<file path="src/rtl/hamming_secded_decoder_pkg.sv">
// -----------------------------------------------------------------------------
// hamming_secded_decoder_pkg
// Shared definitions for the Hamming SECDED decoder and its syndrome block:
//   - code_w()          : codeword width; one extra overall-parity bit when
//                         HAMMING_SECDED_EN is defined
//   - par_w_ok()        : parity width check (2^PAR_W >= DATA_W+PAR_W+1)
//   - is_pow2()         : true for Hamming parity positions
//   - pos_to_data_idx() : Hamming position -> data bit index
//   - pos_bit()         : bit j of a Hamming position
//   - status_e          : decode status; bit 0 = corrected, bit 1 = uncorrectable
// Optional feature macro: HAMMING_SECDED_EN
// -----------------------------------------------------------------------------
package hamming_secded_decoder_pkg;

    typedef enum logic [1:0] {
        ST_CLEAN         = 2'b00,
        ST_CORRECTED     = 2'b01,
        ST_UNCORRECTABLE = 2'b10
    } status_e;

    function automatic int code_w(input int data_w, input int par_w);
`ifdef HAMMING_SECDED_EN
        return data_w + par_w + 1;
`else
        return data_w + par_w;
`endif
    endfunction

    function automatic bit is_pow2(input int unsigned x);
        return (x != 32'd0) && ((x & (x - 32'd1)) == 32'd0);
    endfunction

    function automatic bit par_w_ok(input int data_w, input int par_w);
        return (64'd1 << par_w) >= 64'(data_w + par_w + 1);
    endfunction

    // Data positions are the non-power-of-two positions in ascending order,
    // so the index is pos-1 minus the number of parity positions <= pos.
    function automatic int pos_to_data_idx(input int pos);
        int n_par;
        n_par = 0;
        for (int j = 0; j < 31; j++) begin
            n_par = n_par + (((32'd1 << j) <= 32'(pos)) ? 1 : 0);
        end
        return pos - 1 - n_par;
    endfunction

    function automatic logic pos_bit(input int pos, input int j);
        return logic'((32'(pos) >> j) & 32'd1);
    endfunction

endpackage

</file>
<file path="src/rtl/hamming_secded_decoder_if.sv">
// -----------------------------------------------------------------------------
// hamming_secded_decoder_if
// Valid/ready input and output channels of the decoder.
//   master : upstream/downstream side (drives in_*, out_ready)
//   slave  : decoder side (drives in_ready, out_*)
// Codeword width follows HAMMING_SECDED_EN through code_w().
// -----------------------------------------------------------------------------
interface hamming_secded_decoder_if #(
    parameter int DATA_W = 11,
    parameter int PAR_W  = 4
);
    import hamming_secded_decoder_pkg::*;

    localparam int CODE_W = code_w(DATA_W, PAR_W);

    logic              in_valid;
    logic              in_ready;
    logic [CODE_W-1:0] in_code;
    logic              out_valid;
    logic              out_ready;
    logic [DATA_W-1:0] out_data;
    logic [PAR_W-1:0]  out_syndrome;
    logic              out_corrected;
    logic              out_uncorrectable;

    modport master (
        output in_valid, in_code, out_ready,
        input  in_ready, out_valid, out_data, out_syndrome,
               out_corrected, out_uncorrectable
    );

    modport slave (
        input  in_valid, in_code, out_ready,
        output in_ready, out_valid, out_data, out_syndrome,
               out_corrected, out_uncorrectable
    );

endinterface

</file>
<file path="src/rtl/hamming_secded_decoder_syndrome.sv">
// -----------------------------------------------------------------------------
// hamming_syndrome
// Purely combinational syndrome / overall-parity generator.
//   code_i : received codeword (CODE_W bits, bit i = Hamming position i+1)
//   syn_o  : Hamming syndrome over the DATA_W+PAR_W Hamming bits
//   par_o  : XOR of every codeword bit (overall parity check)
// Codeword width follows HAMMING_SECDED_EN through code_w().
// -----------------------------------------------------------------------------
module hamming_syndrome
    import hamming_secded_decoder_pkg::*;
#(
    parameter  int DATA_W = 11,
    parameter  int PAR_W  = 4,
    localparam int CODE_W = code_w(DATA_W, PAR_W)
) (
    input  logic [CODE_W-1:0] code_i,
    output logic [PAR_W-1:0]  syn_o,
    output logic              par_o
);

    // Syndrome bit j collects every Hamming bit whose position has bit j set.
    always_comb begin
        syn_o = '0;
        for (int i = 0; i < DATA_W + PAR_W; i++) begin
            for (int j = 0; j < PAR_W; j++) begin
                syn_o[j] = syn_o[j] ^ (code_i[i] & pos_bit(i + 1, j));
            end
        end
    end

    assign par_o = ^code_i;

endmodule

</file>
<file path="src/rtl/hamming_secded_decoder.sv">
// -----------------------------------------------------------------------------
// hamming_secded_decoder
// Two-stage pipelined Hamming decoder with saturating error counters.
//   clk, rst_n  : clock, synchronous active-low reset
//   bus (slave) : in_valid/in_ready/in_code, out_valid/out_ready/out_data,
//                 out_syndrome, out_corrected, out_uncorrectable
//   clr_cnt     : synchronous clear of both counters (wins over increment)
//   corr_cnt    : saturating count of corrected words delivered
//   uncorr_cnt  : saturating count of uncorrectable words delivered
// Stage 1 registers code, syndrome and overall parity; stage 2 registers the
// corrected data and status. Optional feature macro: HAMMING_SECDED_EN
// (adds an overall parity bit and double-error detection).
// -----------------------------------------------------------------------------
module hamming_secded_decoder
    import hamming_secded_decoder_pkg::*;
#(
    parameter int DATA_W = 11,
    parameter int PAR_W  = 4,
    parameter int CNT_W  = 16
) (
    input  logic                     clk,
    input  logic                     rst_n,
    hamming_secded_decoder_if.slave  bus,
    input  logic                     clr_cnt,
    output logic [CNT_W-1:0]         corr_cnt,
    output logic [CNT_W-1:0]         uncorr_cnt
);

    localparam int CODE_W = code_w(DATA_W, PAR_W);
    localparam int N      = DATA_W + PAR_W;

    if (!par_w_ok(DATA_W, PAR_W)) begin : g_par_w_check
        $fatal(1, "hamming_secded_decoder: PAR_W too small for DATA_W");
    end

    logic              s1_valid_q, s1_valid_d;
    logic [CODE_W-1:0] s1_code_q, s1_code_d;
    logic [PAR_W-1:0]  s1_syn_q, s1_syn_d;
    logic              s1_par_q, s1_par_d;
    logic              s2_valid_q, s2_valid_d;
    logic [DATA_W-1:0] s2_data_q, s2_data_d;
    logic [PAR_W-1:0]  s2_syn_q, s2_syn_d;
    status_e           s2_status_q, s2_status_d;
    logic [CNT_W-1:0]  corr_cnt_q, corr_cnt_d;
    logic [CNT_W-1:0]  uncorr_cnt_q, uncorr_cnt_d;

    logic [PAR_W-1:0]  syn_s;
    logic              par_s;
    logic              s1_adv_s, s2_adv_s, out_fire_s, in_range_s, flip_s;
    status_e           status_s;
    logic [CODE_W-1:0] fixed_s;
    logic [DATA_W-1:0] data_s;
    logic              unused_s;

    hamming_syndrome #(
        .DATA_W (DATA_W),
        .PAR_W  (PAR_W)
    ) u_syndrome (
        .code_i (bus.in_code),
        .syn_o  (syn_s),
        .par_o  (par_s)
    );

    assign s2_adv_s     = !s2_valid_q || bus.out_ready;
    assign s1_adv_s     = !s1_valid_q || s2_adv_s;
    assign bus.in_ready = rst_n && s1_adv_s;
    assign out_fire_s   = s2_valid_q && bus.out_ready;
    assign in_range_s   = (s1_syn_q != '0) && (32'(s1_syn_q) <= 32'(N));

    // Stage 1 loads whenever it is empty or drains into stage 2.
    always_comb begin
        s1_valid_d = s1_valid_q;
        s1_code_d  = s1_code_q;
        s1_syn_d   = s1_syn_q;
        s1_par_d   = s1_par_q;
        if (s1_adv_s) begin
            s1_valid_d = bus.in_valid;
            if (bus.in_valid) begin
                s1_code_d = bus.in_code;
                s1_syn_d  = syn_s;
                s1_par_d  = par_s;
            end else begin
                s1_code_d = s1_code_q;
            end
        end else begin
            s1_valid_d = s1_valid_q;
        end
    end

    // Classify the stage-1 word and decide whether a bit must be flipped.
    always_comb begin
        status_s = ST_CLEAN;
        flip_s   = 1'b0;
`ifdef HAMMING_SECDED_EN
        if (s1_par_q) begin
            if (s1_syn_q == '0) begin
                // only the overall parity bit is wrong: data already good
                status_s = ST_CORRECTED;
            end else if (in_range_s) begin
                status_s = ST_CORRECTED;
                flip_s   = 1'b1;
            end else begin
                status_s = ST_UNCORRECTABLE;
            end
        end else if (s1_syn_q != '0) begin
            // even overall parity with nonzero syndrome: double error
            status_s = ST_UNCORRECTABLE;
        end else begin
            status_s = ST_CLEAN;
        end
`else
        if (in_range_s) begin
            status_s = ST_CORRECTED;
            flip_s   = 1'b1;
        end else if (s1_syn_q != '0) begin
            status_s = ST_UNCORRECTABLE;
        end else begin
            status_s = ST_CLEAN;
        end
`endif
    end

    // Flip the erroneous position and gather the data positions.
    always_comb begin
        if (flip_s) begin
            fixed_s = s1_code_q ^ (CODE_W'(1'b1) << (s1_syn_q - PAR_W'(1'b1)));
        end else begin
            fixed_s = s1_code_q;
        end
        data_s = '0;
        for (int pos = 1; pos <= N; pos++) begin
            if (!is_pow2(pos)) begin
                data_s[pos_to_data_idx(pos)] = fixed_s[pos - 1];
            end else begin
                // parity position: carries no data
            end
        end
    end

`ifdef HAMMING_SECDED_EN
    assign unused_s = ^fixed_s;
`else
    assign unused_s = (^fixed_s) ^ s1_par_q;
`endif

    // Stage 2 advances when empty or when the consumer takes the result.
    always_comb begin
        s2_valid_d  = s2_valid_q;
        s2_data_d   = s2_data_q;
        s2_syn_d    = s2_syn_q;
        s2_status_d = s2_status_q;
        if (s2_adv_s) begin
            s2_valid_d = s1_valid_q;
            if (s1_valid_q) begin
                s2_data_d   = data_s;
                s2_syn_d    = s1_syn_q;
                s2_status_d = status_s;
            end else begin
                s2_data_d = s2_data_q;
            end
        end else begin
            s2_valid_d = s2_valid_q;
        end
    end

    // Saturating counters bumped on the output handshake; clear has priority.
    always_comb begin
        corr_cnt_d   = corr_cnt_q;
        uncorr_cnt_d = uncorr_cnt_q;
        if (clr_cnt) begin
            corr_cnt_d   = '0;
            uncorr_cnt_d = '0;
        end else begin
            if (out_fire_s && (s2_status_q == ST_CORRECTED) && (corr_cnt_q != '1)) begin
                corr_cnt_d = corr_cnt_q + CNT_W'(1'b1);
            end else begin
                corr_cnt_d = corr_cnt_q;
            end
            if (out_fire_s && (s2_status_q == ST_UNCORRECTABLE) && (uncorr_cnt_q != '1)) begin
                uncorr_cnt_d = uncorr_cnt_q + CNT_W'(1'b1);
            end else begin
                uncorr_cnt_d = uncorr_cnt_q;
            end
        end
    end

    // Pipeline and counter registers with synchronous reset.
    always_ff @(posedge clk) begin
        if (!rst_n) begin
            s1_valid_q   <= 1'b0;
            s1_code_q    <= '0;
            s1_syn_q     <= '0;
            s1_par_q     <= 1'b0;
            s2_valid_q   <= 1'b0;
            s2_data_q    <= '0;
            s2_syn_q     <= '0;
            s2_status_q  <= ST_CLEAN;
            corr_cnt_q   <= '0;
            uncorr_cnt_q <= '0;
        end else begin
            s1_valid_q   <= s1_valid_d;
            s1_code_q    <= s1_code_d;
            s1_syn_q     <= s1_syn_d;
            s1_par_q     <= s1_par_d;
            s2_valid_q   <= s2_valid_d;
            s2_data_q    <= s2_data_d;
            s2_syn_q     <= s2_syn_d;
            s2_status_q  <= s2_status_d;
            corr_cnt_q   <= corr_cnt_d;
            uncorr_cnt_q <= uncorr_cnt_d;
        end
    end

    assign bus.out_valid         = s2_valid_q;
    assign bus.out_data          = s2_data_q;
    assign bus.out_syndrome      = s2_syn_q;
    assign bus.out_corrected     = s2_status_q[0];
    assign bus.out_uncorrectable = s2_status_q[1];
    assign corr_cnt              = corr_cnt_q;
    assign uncorr_cnt            = uncorr_cnt_q;

endmodule

</file>
<file path="src/flat_wrapper.sv">
// flat-port wrapper written by rule: the top's interface ports become plain ports
module hamming_secded_decoder_flat import hamming_secded_decoder_pkg::*;
#(
    parameter int DATA_W = 11,
    parameter int PAR_W  = 4,
    parameter int CNT_W  = 16
)
  (clk, rst_n, clr_cnt, corr_cnt, uncorr_cnt, bus_in_valid, bus_in_code, bus_out_ready, bus_in_ready, bus_out_valid, bus_out_data, bus_out_syndrome, bus_out_corrected, bus_out_uncorrectable);
  hamming_secded_decoder_if #(.DATA_W(DATA_W), .PAR_W(PAR_W)) bus_i ();
  input  logic clk;
  input  logic rst_n;
  input  logic clr_cnt;
  output logic [CNT_W-1:0] corr_cnt;
  output logic [CNT_W-1:0] uncorr_cnt;
  input wire logic [$bits(bus_i.in_valid)-1:0] bus_in_valid;
  input wire logic [$bits(bus_i.in_code)-1:0] bus_in_code;
  input wire logic [$bits(bus_i.out_ready)-1:0] bus_out_ready;
  output wire logic [$bits(bus_i.in_ready)-1:0] bus_in_ready;
  output wire logic [$bits(bus_i.out_valid)-1:0] bus_out_valid;
  output wire logic [$bits(bus_i.out_data)-1:0] bus_out_data;
  output wire logic [$bits(bus_i.out_syndrome)-1:0] bus_out_syndrome;
  output wire logic [$bits(bus_i.out_corrected)-1:0] bus_out_corrected;
  output wire logic [$bits(bus_i.out_uncorrectable)-1:0] bus_out_uncorrectable;
  assign bus_i.in_valid = bus_in_valid;
  assign bus_i.in_code = bus_in_code;
  assign bus_i.out_ready = bus_out_ready;
  assign bus_in_ready = bus_i.in_ready;
  assign bus_out_valid = bus_i.out_valid;
  assign bus_out_data = bus_i.out_data;
  assign bus_out_syndrome = bus_i.out_syndrome;
  assign bus_out_corrected = bus_i.out_corrected;
  assign bus_out_uncorrectable = bus_i.out_uncorrectable;
  hamming_secded_decoder #(.DATA_W(DATA_W), .PAR_W(PAR_W), .CNT_W(CNT_W)) u_core (.clk(clk), .rst_n(rst_n), .bus(bus_i), .clr_cnt(clr_cnt), .corr_cnt(corr_cnt), .uncorr_cnt(uncorr_cnt));
endmodule
</file>
<file path="config.mk">
export PLATFORM = sky130hd
export DESIGN_NAME = hamming_secded_decoder_flat
export DESIGN_NICKNAME = d
export VERILOG_FILES = /design/src/rtl/hamming_secded_decoder_pkg.sv /design/src/rtl/hamming_secded_decoder_if.sv /design/src/rtl/hamming_secded_decoder_syndrome.sv /design/src/rtl/hamming_secded_decoder.sv /design/src/flat_wrapper.sv
export SDC_FILE = /design/constraint.sdc
export NUM_CORES = 1
export LEC_CHECK = 0
export BUFFER_PORTS_ARGS = -buffer_cell sky130_fd_sc_hd__buf_2
export CORE_MARGIN = 1
export CORE_UTILIZATION = 35
export CTS_CLUSTER_DIAMETER = 200
export DETAILED_ROUTE_END_ITERATION = 16
export PLACE_DENSITY_LB_ADDON = 0.1
export SLEW_MARGIN = 5
export SYNTH_ARGS = -nofsm -noshare
export SYNTH_HDL_FRONTEND = slang
export SYNTH_SLANG_ARGS = --single-unit
export TNS_END_PERCENT = 1
</file>
<file path="constraint.sdc">
create_clock -name clk -period 2.3 [get_ports clk]
set_input_delay 0.23 -clock clk [delete_from_list [all_inputs] [get_ports clk]]
set_output_delay 0.23 -clock clk [all_outputs]
set_load 0.005 [all_outputs]
</file>
Word-level counts from Yosys, hierarchy flattened

Index checks and enable logic that the tools add are counted.

Bits in registers: 70
Input port bits: 20
Output and inout bits: 51
Word-level logic and storage cells: 64

Add/sub/neg operators: 3
Eq/ne operators: 4
Shifts and indexed selects: 1
Multiplexer cells: 3
Bitwise gates (word level): 30
Reduce and logical (&&, ||, !) cells: 14

Operators with widths:

| operator              | number |
|---|---|
| $add 16x1->16 const B | 2 |
| $ne 16x16->1 const B  | 2 |
| $xor 1x1->1           | 28 |
| $mux 15               | 1 |
| $shl 1x4->15 const A  | 1 |
| $xor 15x15->15        | 1 |
| $logic_and 1x1->1     | 6 |
| $reduce_and 2->1      | 2 |
| $reduce_bool 4->1     | 1 |
| $sub 4x1->4 const B   | 1 |
| $eq 2x1->1 const B    | 1 |
| $eq 2x2->1 const B    | 1 |
| $logic_not 1->1       | 2 |
| $logic_or 1x1->1      | 2 |
| $mux 1                | 2 |
| $reduce_or 2->1       | 1 |
| $not 1->1             | 1 |

Longest topological paths before layout

Word-level depth: 7
Gate-level depth with buffers: 6
Gate-level depth less buffers: 5

Hierarchy

Synthesis repeated with hierarchy kept, for this count alone.

Cells, all modules: 298
Area, all modules: 2675.1 um^2

Modules (own cells, without submodules):

| module                 | times used | cells an instance | area each (um^2) | seq. area each (um^2) |
|---|---|---|---|---|
| hamming_secded_decoder | 1          | 274               | 2392.3           | 980.9 |
| hamming_syndrome       | 1          | 24                | 282.8            | 0.0 |

Least setup slack after synthesis

No wires, ideal clock.

Kind: flip-flop to flip-flop
Start point: register u_core.corr_cnt_q[0] (netlist: u_core.corr_cnt[0])
End point: register u_core.corr_cnt_q[15] (netlist: u_core.corr_cnt[15])
Library setup time: 0.123 ns
Arrival: 1.639 ns
Required time: 2.177 ns
Path slack: 0.538 ns
Stages on the path, launching flop included: 6
Path buffers: 0
Clock period less this slack: 1.762 ns
Path through: dfxtp_1 ha_1 inv_1 nor4_4 nor4_1 mux2_1

Longest elaborated chain between the ends: 2
Elaborated cells between the ends (all ways): 3
Those cells by class: 1 x add/sub; 1 x eq/ne; 1 x reduce/logical

Ends and longest elaborated chain:

| what                                                                  | line                          | RTL |
|---|---|---|
| start, declared                                                       | hamming_secded_decoder.sv:44  | `logic [CNT_W-1:0] corr_cnt_q, corr_cnt_d;` |
| start signal, assigned                                                | hamming_secded_decoder.sv:209 | `corr_cnt_q <= corr_cnt_d;` |
| parallel branches: the longest is 2 deep, another holds $add 16x1->16 | -                             |  |

Parallel ways; which one is timed is not known.
A chain may end at the register's enable or synchronous reset.

Worst setup path in the final report

Same ends and word-level chain as after synthesis.

==> results.toml <==
[synthesis]
yosys-top-cells-area = "dfxtp_1 (36%), xnor2_1 (8.1%), nand2_1 (6.1%), buf_4 (4.7%), o211a_1 (4.5%)"
synth_cell_types = 44
synth_top_area_share = 0.3650
synth_seq_cells = 49
yosysSeqAreaShare = 0.3650
yosys.area.top_type = "dfxtp_1"
yosys_warnings = 0
avgSynthCellArea_sq_um = 8.959
syn_area_sq_mm = 0.002688
synthCells = 300

[timing]
whs_ns = 0.1796
fmax_mhz = 511.8
finalMaxSlewViolations = 0
hold_viol = 0
max_slew_margin = 0.6122
min_period_ns = 1.954
setup_viol = 0
finClkSkew_ns = 0.006238
rsz0062_at_grt = "false"
tns_ns = 0
finalCritPeriodShare = 0.8495
worst_pin_slew_ns = 0.5817

[global_route]
antenna_found_initial = 0
use_met1 = 0.1932
met2_usage = 0.2590
gr-total-overflow = 0
grt_pass1_vias = 1967
grt_pass1_wl_um = 9411
busiest_layer = "met2"
grt_max_degree = 35
met3_usage = 0.03199
track_usage = 0.1518

[worst_hold_path]
hold_depth = 3
hp-class = "input pin to flip-flop"

[setup_path]
start_kind = "flip-flop"
crit_arrival_ns = 2.15
endpoint_kind = "flip-flop"
worst-setup-path-type = "flip-flop to flip-flop"
cp_slowest_stage_delay_ns = 0.47
critPathMaxFanout = 7
cp_slowest_cell = "dfxtp_1"
worstPathCellList = "ha_1 -> inv_1 -> nor4_4 -> nor4_1 -> mux2_1"
ff2ff_path_depth = 5
crit_required_ns = 2.50

[layout]
syn2layout_area_growth_pct = 14.85
num-nets-final = 365
fin_area_sq_mm = 0.003087
nFillCells = 763
drive_gt1_frac = 0.2087
most-common-layout-cells = "buf_2 (53), dfxtp_1 (49), nand2_1 (44)"
finish.utilization = 0.4211
num_antenna_cells = 0
final_common_cell = "buf_2"

[routing]
wire_per_inst_um = 13.22
via_per_inst = 4.950
vias = 2198
routed_wl_um = 5871
drt_iter0_drc = 68
drc_errors = 0
drtAntennaViolNets = 0
drt_pre_antenna_iters = 4

[placement]
port_buffers = 53
dpl_cell_area_sq_mm = 0.002953
gp_congestion = 0.7977
post-dp-hpwl_um = 4132

[power_and_ir_drop]
p_int_w = 0.001455
leakagePower_nw = 1.314
irDropWorstVdd_mv = 0.2620
power-per-cell-area_mw_per_mm2 = 628.1
power_switching_w = 0.0004839
total_power_w = 0.001939
p_clk_frac = 0.380
swShare = 0.2496
pwr-share-seq = 0.488
comb_power_share = 0.132

[floorplanning]
die_h_um = 89.63
io_pins = 71
num_rows = 31
dieWidth_um = 89.63
dieArea_sq_mm = 0.008034
start_util = 0.3666
core_sq_mm = 0.007331

[cts]
insertion_delay_ns = 0.31
numClockSinks = 49
postCtsHoldBufs = 0
cts_tree = "built"
cts_buffer_depth = 2
post_cts_buffers = 0
htree_levels = 2
cts_resized = 0
cts_buffers = 5
cts_root_buffer = "clkbuf_8"
clk_pin_slew_ns = 0.09

[run]
drv_cap = 0

[run_status]
status = "finished, final reports clean"
[cells by family (layout without fill, tap and decap cells)]
group / count (synthesis) / in the layout / share of synthesized area
simple gates: 107 / 107 / 0.2449
compound gates: 59 / 59 / 0.1574
flops: 49 / 49 / 0.3650
buf+inv: 41 / 70 / 0.08519
xor+xnor: 33 / 33 / 0.1075
mux: 9 / 9 / 0.03399
fa+ha+maj: 1 / 1 / 0.004655
other cells: 1 / 17 / 0.001395
[power by group through the flow]
stage	Sequential, W	Clock [W]	Combinational (W)
floorplan	0.000936	0	0.000227
global route	0.000954	0.000792	0.000287
detailed placement	0.000968	0	0.000258
CTS	0.000948	0.000756	0.000259
global placement	0.000964	0	0.000258
finish	0.000947	0.000736	0.000255
[state kept, by name, indices dropped and copies added, names as in the netlist]
| register | flops |
|---|---|
| u_core.corr_cnt | 16 |
| u_core.s1_valid_q | 1 |
| u_core.s2_status_q | 1 |
| u_core.bus.out_data | 11 |
| u_core.s1_code_q | 11 |
| u_core.bus.out_valid | 1 |
| u_core.bus.out_syndrome | 4 |
| u_core.s1_syn_q | 4 |
[worst max-delay path: cells and delay by family (launching register included)]
family,cells,cell delay [ns]
mux,1,0.32
buf+inv,1,0.15
flops,1,0.47
fa+ha+maj,1,0.35
simple gates,2,0.55
[cell type report]
| cell class | count | area (sq um) | area share |
|---|---|---|---|
| Tap cell | 99 | 123.9 | 0.04013 |
| Timing Repair Buffer | 56 | 287.8 | 0.09323 |
| Clock inverter | 3 | 65.06 | 0.02108 |
| Clock buffer | 5 | 68.82 | 0.02229 |
| Sequential cell | 49 | 980.9 | 0.3178 |
| Inverter | 6 | 22.52 | 0.007296 |
| Multi-Input combinational cell | 226 | 1538 | 0.4982 |
[cell usage after synthesis, drive strengths merged]
| library cell | number |
|---|---|
| conb | 1 |
| o211a | 12 |
| buf | 21 |
| or4 | 6 |
| o41ai | 2 |
| inv | 6 |
| o31ai | 5 |
| o311ai | 2 |
| nand2b | 7 |
| mux2 | 1 |
| xor2 | 8 |
| and3 | 1 |
| a21oi | 15 |
| nand2 | 44 |
| a21boi | 13 |
| nor4 | 5 |
| and2 | 3 |
| ha | 1 |
| mux2i | 8 |
| nand4b | 4 |
| xnor2 | 25 |
| or3 | 3 |
| nor4b | 1 |
| o21ba | 1 |
| o21ai | 8 |
| nand3b | 1 |
| o211ai | 1 |
| nor2b | 5 |
| nand3 | 7 |
| nand4 | 8 |
| nor4bb | 6 |
| and4 | 3 |
| dfxtp | 49 |
| nor3 | 1 |
| clkbuf | 14 |
| nor2 | 2 |
[routing by layer]
metal  up-vias  routed length [um]
met5         -                   0
met4         0                  61
met3         8                 222
met2        47                2812
met1      1022                2773
li1       1121                   -
[through the flow]
stage	setup slack, ns	std cells
6_report	0.3462	444
5_1_grt	0.1563	444
4_1_cts	0.3412	444
3_5_place_dp	0.3456	436
3_3_place_gp	0.4136	436
2_1_floorplan	0.5380	316
[worst paths after layout]
path | end | slack, ns | start
worst min register to register | u_core.bus.out_valid | 0.48 | u_core.s1_valid_q
worst min-delay path | u_core.s1_valid_q | 0.18 | bus_in_valid
worst max-delay path | u_core.corr_cnt[15] | 0.35 | u_core.corr_cnt[0]
worst max register to register | u_core.corr_cnt[15] | 0.35 | u_core.corr_cnt[0]
Note: power is estimated with default switching activity, not from simulation.
